`config.mk`:
```
export PLATFORM = sky130hd
export DESIGN_NAME = tmds_lane_framer
export DESIGN_NICKNAME = d
export VERILOG_FILES = /design/src/rtl/tmds_pkg.sv /design/src/rtl/tmds_lane_expand.sv /design/src/rtl/tmds_lane_framer.sv
export SDC_FILE = /design/constraint.sdc
export NUM_CORES = 1
export LEC_CHECK = 0
export BUFFER_PORTS_ARGS = -buffer_cell sky130_fd_sc_hd__buf_2
export CAP_MARGIN = 0
export CORE_ASPECT_RATIO = 1.5
export CORE_MARGIN = 3
export CORE_UTILIZATION = 34
export CTS_BUF_LIST = sky130_fd_sc_hd__clkbuf_4
export DETAILED_ROUTE_END_ITERATION = 10
export GPL_TIMING_DRIVEN = 0
export PLACE_DENSITY = 0.57
export RECOVER_POWER = 100
export SYNTH_ARGS = -nofsm -noshare
export SYNTH_HDL_FRONTEND = slang
export SYNTH_HIERARCHICAL = 1
export SYNTH_SLANG_ARGS = --single-unit
```
`constraint.sdc`:
```
create_clock -name clock -period 2.2 [get_ports clock]
set_input_delay 0.33 -clock clock [delete_from_list [all_inputs] [get_ports clock]]
set_output_delay 0.33 -clock clock [all_outputs]
set_load 0.05 [all_outputs]
```
`src/rtl/tmds_pkg.sv`:
```
// Shared constants and state type for the TMDS lane framer.
package tmds_pkg;

  localparam int SYM_W     = 10;
  localparam int LANE_W    = 40;
  localparam int NUM_LANES = 4;

  localparam logic [SYM_W-1:0] CTRL_00     = 10'b1101010100;
  localparam logic [SYM_W-1:0] CTRL_01     = 10'b0010101011;
  localparam logic [SYM_W-1:0] CTRL_10     = 10'b0101010100;
  localparam logic [SYM_W-1:0] CTRL_11     = 10'b1010101011;
  localparam logic [SYM_W-1:0] CLK_PATTERN = 10'b0000011111;

  typedef enum logic [1:0] {
    ST_OFF    = 2'd0,
    ST_WARMUP = 2'd1,
    ST_RUN    = 2'd2
  } state_e;

endpackage

```
`src/rtl/tmds_lane_expand.sv`:
```
// Replicates every symbol bit OVERSAMPLE times to fill one 40-bit GT lane.
module tmds_lane_expand
  import tmds_pkg::*;
#(
  parameter int OVERSAMPLE = 4,
  localparam int PPW = 4 / OVERSAMPLE
) (
  input  logic [PPW*SYM_W-1:0] sym_in,
  output logic [LANE_W-1:0]    lane_out
);

  always_comb begin
    lane_out = '0;
    for (int s = 0; s < PPW; s++) begin
      for (int b = 0; b < SYM_W; b++) begin
        for (int k = 0; k < OVERSAMPLE; k++) begin
          lane_out[s*SYM_W*OVERSAMPLE + b*OVERSAMPLE + k] = sym_in[s*SYM_W + b];
        end
      end
    end
  end

endmodule

```
`src/rtl/tmds_lane_framer.sv`:
```
// Frames TMDS pixels plus the TMDS clock pattern into a 4-lane GT TX word,
// with warm-up control tokens, underrun fill and per-lane polarity inversion.
//
// state     | meaning
// ----------|------------------------------------------------------------
// ST_OFF    | link idle, all lanes driven to zero (before inversion)
// ST_WARMUP | WARMUP_CYCLES words of CTRL_00 + clock pattern, no pixels taken
// ST_RUN    | pixels accepted; missing beats filled with CTRL_00
module tmds_lane_framer
  import tmds_pkg::*;
#(
  parameter int         OVERSAMPLE    = 4,
  parameter int         WARMUP_CYCLES = 1024,
  parameter logic [3:0] LANE_INVERT   = 4'b0000,
  localparam int PPW = 4 / OVERSAMPLE
) (
  input  logic                   clock,
  input  logic                   reset_n,
  input  logic                   enable,
  input  logic [PPW*30-1:0]      in_data,
  input  logic                   in_valid,
  output logic                   in_ready,
  output logic [159:0]           tx_data,
  output logic                   running,
  output logic                   underrun,
  output logic [15:0]            underrun_count,
  input  logic                   clear_status
);

  if (!(OVERSAMPLE == 1 || OVERSAMPLE == 2 || OVERSAMPLE == 4)) begin : g_bad_os
    $error("tmds_lane_framer: OVERSAMPLE must be 1, 2 or 4");
  end
  if (WARMUP_CYCLES < 1 || WARMUP_CYCLES > 65535) begin : g_bad_warmup
    $error("tmds_lane_framer: WARMUP_CYCLES must be 1..65535");
  end

  localparam logic [15:0] WARM_LOAD = 16'(WARMUP_CYCLES - 1);

  state_e         state_q, state_d;
  logic [15:0]    warm_cnt_q, warm_cnt_d;
  logic [159:0]   tx_data_q, tx_data_d;
  logic           underrun_q, underrun_d;
  logic [15:0]    underrun_count_q, underrun_count_d;

  logic           accept;
  logic           drive;
  logic           underrun_hit;
  logic [NUM_LANES-1:0][PPW*SYM_W-1:0] lane_sym;
  logic [NUM_LANES-1:0][LANE_W-1:0]    lane_exp;

  assign in_ready       = (state_q == ST_RUN) & enable;
  assign accept         = in_ready & in_valid;
  assign underrun_hit   = in_ready & ~in_valid;
  assign drive          = enable & (state_q != ST_OFF);
  assign running        = (state_q == ST_RUN);
  assign tx_data        = tx_data_q;
  assign underrun       = underrun_q;
  assign underrun_count = underrun_count_q;

  always_comb begin
    state_d    = state_q;
    warm_cnt_d = warm_cnt_q;
    if (!enable) begin
      state_d = ST_OFF;
    end else begin
      case (state_q)
        ST_OFF: begin
          state_d    = ST_WARMUP;
          warm_cnt_d = WARM_LOAD;
        end
        ST_WARMUP: begin
          if (warm_cnt_q == 16'd0) state_d = ST_RUN;
          else                     warm_cnt_d = warm_cnt_q - 16'd1;
        end
        ST_RUN:  state_d = ST_RUN;
        default: state_d = ST_OFF;
      endcase
    end
  end

  // Data lanes fall back to CTRL_00 whenever no beat is taken this cycle.
  always_comb begin
    lane_sym = '0;
    for (int s = 0; s < PPW; s++) begin
      for (int c = 0; c < 3; c++) begin
        lane_sym[c][s*SYM_W +: SYM_W] = accept ? in_data[s*30 + c*SYM_W +: SYM_W] : CTRL_00;
      end
      lane_sym[3][s*SYM_W +: SYM_W] = CLK_PATTERN;
    end
  end

  for (genvar l = 0; l < NUM_LANES; l++) begin : g_lane
    tmds_lane_expand #(.OVERSAMPLE(OVERSAMPLE)) u_expand (
      .sym_in   (lane_sym[l]),
      .lane_out (lane_exp[l])
    );
  end

  always_comb begin
    tx_data_d = '0;
    for (int l = 0; l < NUM_LANES; l++) begin
      tx_data_d[l*LANE_W +: LANE_W] = (drive ? lane_exp[l] : '0) ^ {LANE_W{LANE_INVERT[l]}};
    end
  end

  // A clear coinciding with an underrun still counts that underrun word.
  always_comb begin
    underrun_d       = clear_status ? 1'b0  : underrun_q;
    underrun_count_d = clear_status ? 16'd0 : underrun_count_q;
    if (underrun_hit) begin
      underrun_d = 1'b1;
      if (underrun_count_d != 16'hFFFF) underrun_count_d = underrun_count_d + 16'd1;
    end
  end

  always_ff @(posedge clock or negedge reset_n) begin
    if (!reset_n) begin
      state_q          <= ST_OFF;
      warm_cnt_q       <= '0;
      tx_data_q        <= '0;
      underrun_q       <= 1'b0;
      underrun_count_q <= '0;
    end else begin
      state_q          <= state_d;
      warm_cnt_q       <= warm_cnt_d;
      tx_data_q        <= tx_data_d;
      underrun_q       <= underrun_d;
      underrun_count_q <= underrun_count_d;
    end
  end

endmodule

```
# --- Yosys cells after proc, flatten, opt, wreduce, memory -nomap -nowiden ---
# Cells that the tools add are included.
totals:
  regBits: 175
  latch_bits: 0
  ram_bits: 0
  rom_bits: 0
  out_inout_bits: 179
  elab_cells: 40
  memories: 0
classes:
  n_addsub: 2
  multipliers: 0
  n_div: 0
  n_lt_le_gt_ge: 0
  eq_ne: 5
  shifts: 0
  n_mux: 17
  n_bitwise: 5
  n_reduce_logical: 6
ops:
  columns: ["op", "n"]
  rows:
  - ["40-bit two-way mux", 3]
  - ["16-bit two-way mux", 4]
  - ["16-bit one-hot mux with 2 select lines", 1]
  - ["10-bit two-way mux", 3]
  - ["20-bit two-way mux", 1]
  - ["16-bit by 1-bit adder with 16-bit output (second input constant)", 1]
  - ["16-bit zero test", 1]
  - ["16-bit != test (second input constant)", 1]
  - ["16-bit by 1-bit subtractor with 16-bit output (second input constant)", 1]
  - ["2-bit one-hot mux with 3 select lines", 1]
  - ["2-bit nonzero test", 3]
  - ["1-bit bitwise AND", 4]
  - ["2-bit two-way mux", 2]
  - ["3-bit != test (second input constant)", 1]
  - ["3-bit AND reduction", 1]
  - ["2-bit by 1-bit == test with 1-bit output (second input constant)", 1]
  - ["2-bit == test (second input constant)", 1]
  - ["2-bit zero test", 1]
  - ["1-bit two-way mux", 2]
  - ["2-bit != test (second input constant)", 1]
  - ["1-bit inverter", 1]

# --- Logic depth before layout (Yosys ltp) ---
# Gate-level depths: netlist (run 1).
depth:
  word_depth: 5
  depth_mapped: 9

# --- Cells and area by module ---
# The synthesis (run 1) kept the hierarchy.
modules_own_cells:
  columns: ["module", "instances", "cells_per_inst", "area_each_um2"]
  rows:
  - ["tmds_lane_framer", 1, 578, 7270.7]
  - ["tmds_lane_expand", 4, 40, 300.3]

# --- Least setup slack after synthesis (run 1) ---
# No wires, ideal clock.
synth_timing:
  kind: "register -> register"
  from: "reg state_q[0]"
  to: "reg underrun_count_q[11], in the netlist underrun_count[11]"
  setup_ns: 0.127
  arrival_time_ns: 2.505
  slack_ns: -0.432
  stages_incl_launch_ff: 9
  synth_period_minus_slack_ns: 2.632
  path_cell_list: "dfrtp_1 -> inv_1 -> ha_1 -> and2_1 -> nand2b_1 -> a21oi_1 -> clkbuf_1 -> nand4_1 -> mux2_1"
synth_between:
  elab_chain_len: 4
synth_lines:
  columns: ["item", "line", "source"]
  rows:
  - ["from (decl)", "tmds_lane_framer.sv:39", "state_e state_q, state_d;"]
  - ["from (signal assigned)", "tmds_lane_framer.sv:124", "state_q <= state_d;"]
  - ["2-bit == test", null, null]
  - ["via running", "tmds_lane_framer.sv:24", "output logic running,"]
  - ["1-bit bitwise AND", "tmds_lane_framer.sv:51", "assign in_ready = (state_q == ST_RUN) & enable;"]
  - ["via in_ready", "tmds_lane_framer.sv:22", "output logic in_ready,"]
  - ["1-bit bitwise AND", "tmds_lane_framer.sv:53", "assign underrun_hit = in_ready & ~in_valid;"]
  - ["16-bit two-way mux", "tmds_lane_framer.sv:110", "if (underrun_hit) begin"]
  - ["via underrun_count_d[11]", "tmds_lane_framer.sv:43", "logic [15:0] underrun_count_q, underrun_count_d;"]
  - ["to (signal assigned)", "tmds_lane_framer.sv:128", "underrun_count_q <= underrun_count_d;"]
  - ["to (decl)", "tmds_lane_framer.sv:43", null]
# The timed path passes the listed nets, and every way through them passes these cells.
# A chain may end at the register's enable or synchronous reset.

# --- Worst setup path after layout (run 1) ---
layout_timing:
  from: "reg warm_cnt_q[8]"
  to: "reg warm_cnt_q[14]"
layout_between:
  elab_chain_len: 3
  word_cells_on_any_way: 6
  classes_between: "1 x add/sub; 1 x eq/ne; 2 x mux; 2 x reduce/logical"
layout_lines:
  columns: ["item", "line", "source"]
  rows:
  - ["from (decl)", "tmds_lane_framer.sv:40", "logic [15:0] warm_cnt_q, warm_cnt_d;"]
  - ["from (signal assigned)", "tmds_lane_framer.sv:125", "warm_cnt_q <= warm_cnt_d;"]
  - ["16-bit by 1-bit subtractor with 16-bit output / 16-bit zero test (equally long branches)", "tmds_lane_framer.sv:73, tmds_lane_framer.sv:72", null]
  - ["16-bit two-way mux / 2-bit != test (equally long branches)", null, null]
  - ["16-bit one-hot mux with 2 select lines / 3-bit AND reduction (equally long branches)", null, null]
# Parallel ways exist; a longest one is shown, timed or not. The select of a mux whose other input is x is not followed.

==> impl_metrics.csv, run 1 <==
group,metric,value,unit
worst_setup_path,critPathMaxFanout,4,
global_route,wire_length_of_the_first_global_routing_pass,28870,um
cells_and_area,area_growth_syn_to_layout,21.65,%
floorplan,horizontal_extent_of_the_die,134.9,um
yosys,syn_avg_cell_area,11.48,um^2
cells_and_area,final.fill_count,2465,
worst_setup_path,rr_startpoint,"warm_cnt_q[8]",
timing,setup-tns-final,0,ns
cts,h-tree-depth,4,
worst_setup_path,critical-path-slowest-cell,"or4b_4",
timing,minimum_period_implied_by_the_final_worst_setup_slack,2.154,ns
cts,clock_tree_from_tritoncts,"built",
cells_and_area,area_of_the_multi_input_gates,0.002436,mm^2
floorplan,core.rowCount,70,
pwr,totalPowerFinal,9.919,mW
route,antenna_violating_nets_remaining,0,
worst_setup_path,critical_path.startpoint_type,"flip-flop",
route,vias_per_cell,3.999,
cells_and_area,drive_gt1_share,25.07,%
yosys,netlist.top_cell.by_area,"dfrtp_1",
floorplan,die-area,0.02689,mm^2
floorplan,num_io_pins,214,
yosys,number_of_enable_flip_flop_cells_after_synthesis,0,
cells_and_area,finished_layout_cells,1350,
yosys,synth_top_area_share,57.60,%
hold_path,min_to,"underrun",
cts,num_cts_buffers,17,
route,routed-via-count,5398,
route,number_of_detailed_routing_iterations_run_before_antenna_repair,4,
yosys,ys_seq_elements,195,
yosys,netlist_top_cells_count,"195 x dfrtp_1, 181 x and2_1, 160 x buf_4",
floorplan,die_height,199.3,um
yosys,synth_sequential_area_ratio,57.60,%
route,route.detailed.drc,0,
global_route,grt_antenna_before_repair,6,
yosys,yosys_warnings,6,
cts,clk_path_buf_depth,2,
worst_setup_path,cp_top_family,"simple AND/OR/NAND/NOR gates",
timing,finalMaxSlewViolations,0,
worst_setup_path,worst-r2r-setup-slack,0.05,ns
cts,clock_latency,0.59,ns
job,maxCapViolCount,0,
yosys,library_cell_with_the_highest_instance_count_after_synthesis,"dfrtp_1",
yosys,async_flop_share,100.0,%
yosys,ys_dominant_reg_cell,"dfrtp_1",
worst_setup_path,worst_r2r_endpoint,"warm_cnt_q[14]",
route,routed_wirelength,18450,um
timing,hold_violations,0,
yosys,synth_area,0.008472,mm^2
placed_design,dpl.cell_count,1313,
pwr,powerDensity,962.5,mW/mm^2
hold_path,min_path_cells,3,
floorplan,initial_utilization,34.67,%
cells_and_area,regArea,0.004882,mm^2
cells_and_area,design.final.nets,1053,
global_route,grt_pass1_vias,5390,
worst_setup_path,worst_setup_path_end_kind,"flip-flop",
outcome,run_status,"finished clean",
pwr,worst_ir_drop_vdd,496.0,uV
cts,clockRootBuffer,"clkbuf_4",
yosys,synth_top_cells_by_area,"dfrtp_1 58%, buf_4 14%, and2_1 13%, xnor2_1 1.9%, nand2b_1 1.3%",
placed_design,gpl.final_weighted_congestion,0.7656,
worst_setup_path,rr_worst_depth,5,
route,drt_first_iter_violations,89,
worst_setup_path,criticalPathCategory,"flip-flop to flip-flop",
global_route,grt_overflow_total,0,
route,wl_per_instance,13.67,um
global_route,gr-usage-all-layers,14.17,%
worst_setup_path,cp_data_arrival_time,2.60,ns
hold_path,holdCritStartpoint,"in_valid",
worst_setup_path,cell_count_along_the_critical_path,5,
timing,worst_setup_skew_after_layout,0.02406,ns
hold_path,min_path_type,"input port to flip-flop",
worst_setup_path,critical-path-max-stage-delay,0.58,ns
timing,maxClockFrequency,0.4643,GHz
worst_setup_path,critical_path.cell_chain,"or4_4 -> or4b_4 -> nor4_4 -> xnor2_1 -> nor2_1",
timing,post-route-period-util,97.91,%
cts,cts.clk_slew.worst_paths,0.16,ns
timing,worstMarginPinSlew,1.354,ns
worst_setup_path,critical_path_buf_inv_count,0,
cts,clock_sink_count,195,
worst_setup_path,worstPathRequired,2.65,ns
yosys,cell_variety_after_synth,43,
pwr,power_leakage,4.968,nW
floorplan,placeableCoreArea,0.02444,mm^2
placed_design,dp.final_hpwl,13630,um
yosys,syn-instance-count,738,
placed_design,placement.io_buffers,212,
global_route,grt_start_max_net_pins,99,
timing,slew_headroom,9.735,%
timing,setup_viol,0,
[cell families (layout without fill, tap and decap cells)]
kind of cell    Yosys count  count (layout)  share of synthesized area (%)
simple gates            293             293                          21.33
flops                   195             195                          57.60
buf+inv                 194             443                          15.70
compound gates           22              22                          1.566
xor+xnor                 20              20                          2.068
fa+ha+maj                 6               6                         0.8861
mux                       6               6                         0.7680
other cells               2              41                        0.08865
[area by class of cell]
cell class | instances | share of cell area [%]
buffer | 188 | 12.82
tap | 324 | 3.933
sequential | 195 | 47.37
antenna | 1 | 0.02428
clock buffer | 18 | 1.311
clock inverter | 14 | 1.809
inverter | 6 | 0.2185
multi-input combinational | 387 | 23.64
timing repair buffer | 217 | 8.875
[registers in the layout, indices dropped and copies added, names as in the netlist]
signal / flops
state_q: 2
warm_cnt_q: 16
underrun: 1
underrun_count: 16
tx_data: 160
[layout by cell type (no fill, tap or decap), types with 3 or more instances in the layout]
master / n
clkbuf_1: 194
dfrtp_1: 193
and2_1: 137
buf_4: 119
clkbuf_4: 63
and2_0: 43
conb_1: 40
buf_2: 35
nor2_1: 20
nand2b_1: 18
xnor2_1: 18
nand2_1: 16
nor2b_1: 9
a21oi_1: 9
clkbuf_2: 8
nand4_1: 8
inv_1: 6
nand3_1: 6
and3_1: 6
mux2_1: 4
a211oi_1: 4
o21ai_0: 4
nor3_1: 4
ha_1: 4
bufinv_16: 4
clkinv_2: 4
nor2b_2: 3
and3b_1: 3
nand3b_1: 3
[report_power, final]
| group | internal, mW | leakage (nW) | switching, mW |
|---|---|---|---|
| Clock | 0.914 | 0.174 | 1.21 |
| Sequential | 4.09 | 2.60 | 0.167 |
| Combinational | 0.806 | 2.19 | 2.74 |
[per-layer routing]
layer | part of all wire (%) | up-vias | GRT usage (%)
met5 | 0.31 | - | 0
met2 | 53 | 149 | 25.29
li1 | - | 2663 | -
met4 | 1.9 | 8 | 4.906
met1 | 36 | 2550 | 14.93
met3 | 8.5 | 28 | 5.995
[how the worst max path moves through the flow]
stage / from / end / slack [ns]
final: warm_cnt_q[8] / warm_cnt_q[14] / 0.05
after floorplan: underrun_count[1] / underrun_count[11] / 0.02
after detailed placement: enable / tx_data[74] / -0.34
after CTS: underrun_count[1] / underrun_count[11] / 0.007
after global placement: reset_n / underrun_count[0] / -2.87
after global routing: warm_cnt_q[0] / warm_cnt_q[8] / -0.006
[through the flow]
step / worst slack [ns] / hold WS [ns] / cell area [um^2] / util [%]
after floorplan: 0.01804 / 0.03441 / 8627 / -
final: 0.04601 / 0.1359 / 10310 / 42.18
after global routing: -0.005977 / 0.08293 / 10310 / 42.18
after global placement: -2.870 / 0.4859 / 10090 / 41.31
after CTS: 0.007002 / 0.04659 / 10500 / 42.99
after detailed placement: -0.3358 / 0.4048 / 10130 / 41.46
[timing repair]
| action | CTS | global route |
|---|---|---|
| pin swaps | 1 | 0 |
| hold buffers | 1 | 0 |
| gates resized for setup | 5 | 12 |
| endpoints found under the setup margin | 134 | 23 |
| buffers inserted | 3 | 0 |
| hold endpoints to repair | 97 | 0 |
[worst reg2reg max path, stage by stage, from the launching register on]
cell and delay, ns:
dfrtp_1 0.44, or4_4 0.57, or4b_4 0.58, nor4_4 0.23, xnor2_1 0.15, nor2_1 0.05
Power figures use the tool's default switching activity.
==> run 2: changes to the inputs <==
- REMOVE_ABC_BUFFERS: not set -> 1
==> run 2 against run 1 <==
  * Non-clock buffer count fell by 179
  * Via count fell by 11%
  * Flip-flop and latch count did not move
  * Routed wire length fell by 8.5%
  * Global-route usage fell by 1.5 points
  * Count of clock-buffer cells in the layout fell by 1
  * Power fell by 5.3%
==> impl_metrics.csv, run 2 (same netlist as run 1, synthesis figures left out) <==
group,metric,value,unit
outcome,run_status,"finished clean",
route,wl_per_instance,14.40,um
pwr,part_of_the_total_power_dissipated_in_combinational_logic,34.9,%
route,number_of_detailed_routing_iterations_run_before_antenna_repair,4,
placed_design,pre_cts_ws,-0.7336,ns
timing,setup_viol,0,
cells_and_area,layout.cells.most_common,"dfrtp_1",
route,drt_first_iter_violations,115,
timing,slew_headroom,11.38,%
pwr,sw_frac_of_total,42.84,%
timing,grt_setup_unrepaired,"no",
route,routed-via-count,4797,
cts,clockRootBuffer,"clkbuf_4",
timing,final.setup.worst_slack,0.1310,ns
route,vias_per_cell,4.093,
worst_setup_path,critical_path.startpoint_type,"flip-flop",
global_route,wire_length_of_the_first_global_routing_pass,26120,um
worst_setup_path,worst_setup_path_end_kind,"flip-flop",
global_route,grt_overflow_total,0,
cells_and_area,layout_common_cells,"195 x dfrtp_1, 178 x clkbuf_1, 126 x and2_1, 55 x and2_0, 40 x conb_1",
floorplan,horizontal_extent_of_the_die,134.9,um
cts,num_cts_buffers,17,
pwr,powerDensity,1041,mW/mm^2
worst_setup_path,cp_data_arrival_time,2.52,ns
pwr,cell_internal_pwr,5.367,mW
pwr,p_sw,4.022,mW
worst_setup_path,critPathMaxFanout,4,
cells_and_area,drive_gt1_share,10.51,%
timing,maxClockFrequency,0.4833,GHz
floorplan,die-area,0.02689,mm^2
floorplan,initial_utilization,34.67,%
cts,clock_sink_count,195,
worst_setup_path,startpoint,"warm_cnt_q[8]",
route,routed_wirelength,16880,um
placed_design,placement.io_buffers,213,
job,maxCapViolCount,0,
route,route.detailed.drc,0,
hold_path,holdCritStartpoint,"in_data[12]",
timing,worstMarginPinSlew,1.329,ns
floorplan,die_height,199.3,um
placed_design,gpl.final_weighted_congestion,0.7759,
worst_setup_path,critical_path.cell_chain,"or4_4 -> or4b_4 -> nor4_4 -> xnor2_1 -> nor2_1",
cells_and_area,area_growth_syn_to_layout,6.439,%
floorplan,placeableCoreArea,0.02444,mm^2
global_route,grt_antenna_before_repair,3,
global_route,grt_pass1_vias,4806,
pwr,power_leakage,4.139,nW
global_route,grt_start_max_net_pins,100,
worst_setup_path,critical-path-max-stage-delay,0.58,ns
cts,clock_latency,0.57,ns
cts,cts.clk_slew.worst_paths,0.16,ns
timing,post-route-period-util,94.05,%
timing,minimum_period_implied_by_the_final_worst_setup_slack,2.069,ns
route,antenna_violating_nets_remaining,0,
timing,worst_setup_skew_after_layout,0.01361,ns
placed_design,dp.final_hpwl,11970,um
cts,clk_path_buf_depth,2,
cells_and_area,design.final.nets,875,
pwr,totalPowerFinal,9.390,mW
worst_setup_path,worstPathRequired,2.65,ns
timing,hold_violations,0,
floorplan,core.rowCount,70,
pwr,seqPwrFrac,45.1,%
cells_and_area,largest_reg_flops,160,
timing,finalMaxSlewViolations,0,
pwr,power.clock.fraction,20.0,%
global_route,gr-usage-all-layers,12.69,%
cts,clock_tree_from_tritoncts,"built",
cts,h-tree-depth,4,
pwr,worst_ir_drop_vdd,452.7,uV
timing,setup-tns-final,0,ns
worst_setup_path,critical-path-slowest-cell,"or4b_4",
floorplan,num_io_pins,214,
worst_setup_path,rr_startpoint,"warm_cnt_q[8]",
hold_path,min_path_type,"input port to flip-flop",
worst_setup_path,criticalPathCategory,"flip-flop to flip-flop",
-- run 2: cell types whose count changed in the layout (fill, tap and decap cells not counted), moves of 3 or more --
cell / previous run / this run
clkbuf_4: 63 / 23
and2_0: 43 / 55
clkinv_1: 1 / 4
and2_1: 137 / 126
clkbuf_2: 8 / 0
buf_4: 119 / 3
clkbuf_1: 194 / 178
-- run 2: worst paths after layout --
kind | endpoint | slack, ns | cells after the start
worst max-delay path | warm_cnt_q[14] | 0.13 | 5
worst max register to register | warm_cnt_q[14] | 0.13 | 5
worst min register to register | warm_cnt_q[0] | 0.53 | 1
max in group asynchronous | tx_data[8] | 0.53 | 3
worst min-delay path | tx_data[50] | 0.09 | 3
min in group asynchronous | tx_data[101] | 0.60 | 2
-- run 2: layout make-up --
class / instances / area (um^2)
antenna: 1 / 2.502
clock buffer: 17 / 127.6
clock inverter: 15 / 138.9
fill: 2482 / 15420
inverter: 6 / 22.52
multi-input combinational: 388 / 2456
sequential: 195 / 4880
tap: 324 / 405.4
timing repair buffer: 226 / 984.7
-- run 2: what timing repair did --
item	in CTS	in global routing
gates cloned	0	1
resized for setup	4	7
pin swaps	1	3
hold buffers	2	0
setup endpoints to repair	15	14
hold endpoints to repair	98	0
setup buffers	0	7
-- run 2: metrics by stage --
| step | util, % | std cells | cell area (um^2) | hold slack [ns] |
|---|---|---|---|---|
| 2_1_floorplan | - | 588 | 7307 | 0.03441 |
| 3_3_place_gp | 35.92 | 1125 | 8778 | 0.4867 |
| 6_report | 36.90 | 1172 | 9017 | 0.09496 |
| 5_1_grt | 36.90 | 1172 | 9017 | 0.05616 |
| 4_1_cts | 37.60 | 1163 | 9189 | 0.01036 |
| 3_5_place_dp | 36.36 | 1129 | 8885 | 0.4121 |
-- run 2: critical path, delay by kind of cell (launching register included) --
kind | cells | cell delay [ns]
simple gates | 4 | 1.38
flops | 1 | 0.43
xor+xnor | 1 | 0.15
-- run 2: power by group through the flow --
stage / combinational [mW] / clock (mW) / sequential (mW)
after floorplan: 0.752 / 0 / 6.02
after global placement: 2.63 / 0 / 4.15
after detailed placement: 3.50 / 0 / 4.30
after CTS: 3.51 / 1.99 / 4.23
after global routing: 3.50 / 2.12 / 4.30
final: 3.27 / 1.88 / 4.24
-- run 2: per-layer routing --
layer	GRT usage [%]	routed length, um	vias up
met1	12.77	5970	2310
met2	22.92	9089	137
met4	6.717	749	4
met5	0	24	-
li1	-	-	2304
met3	4.408	1043	42
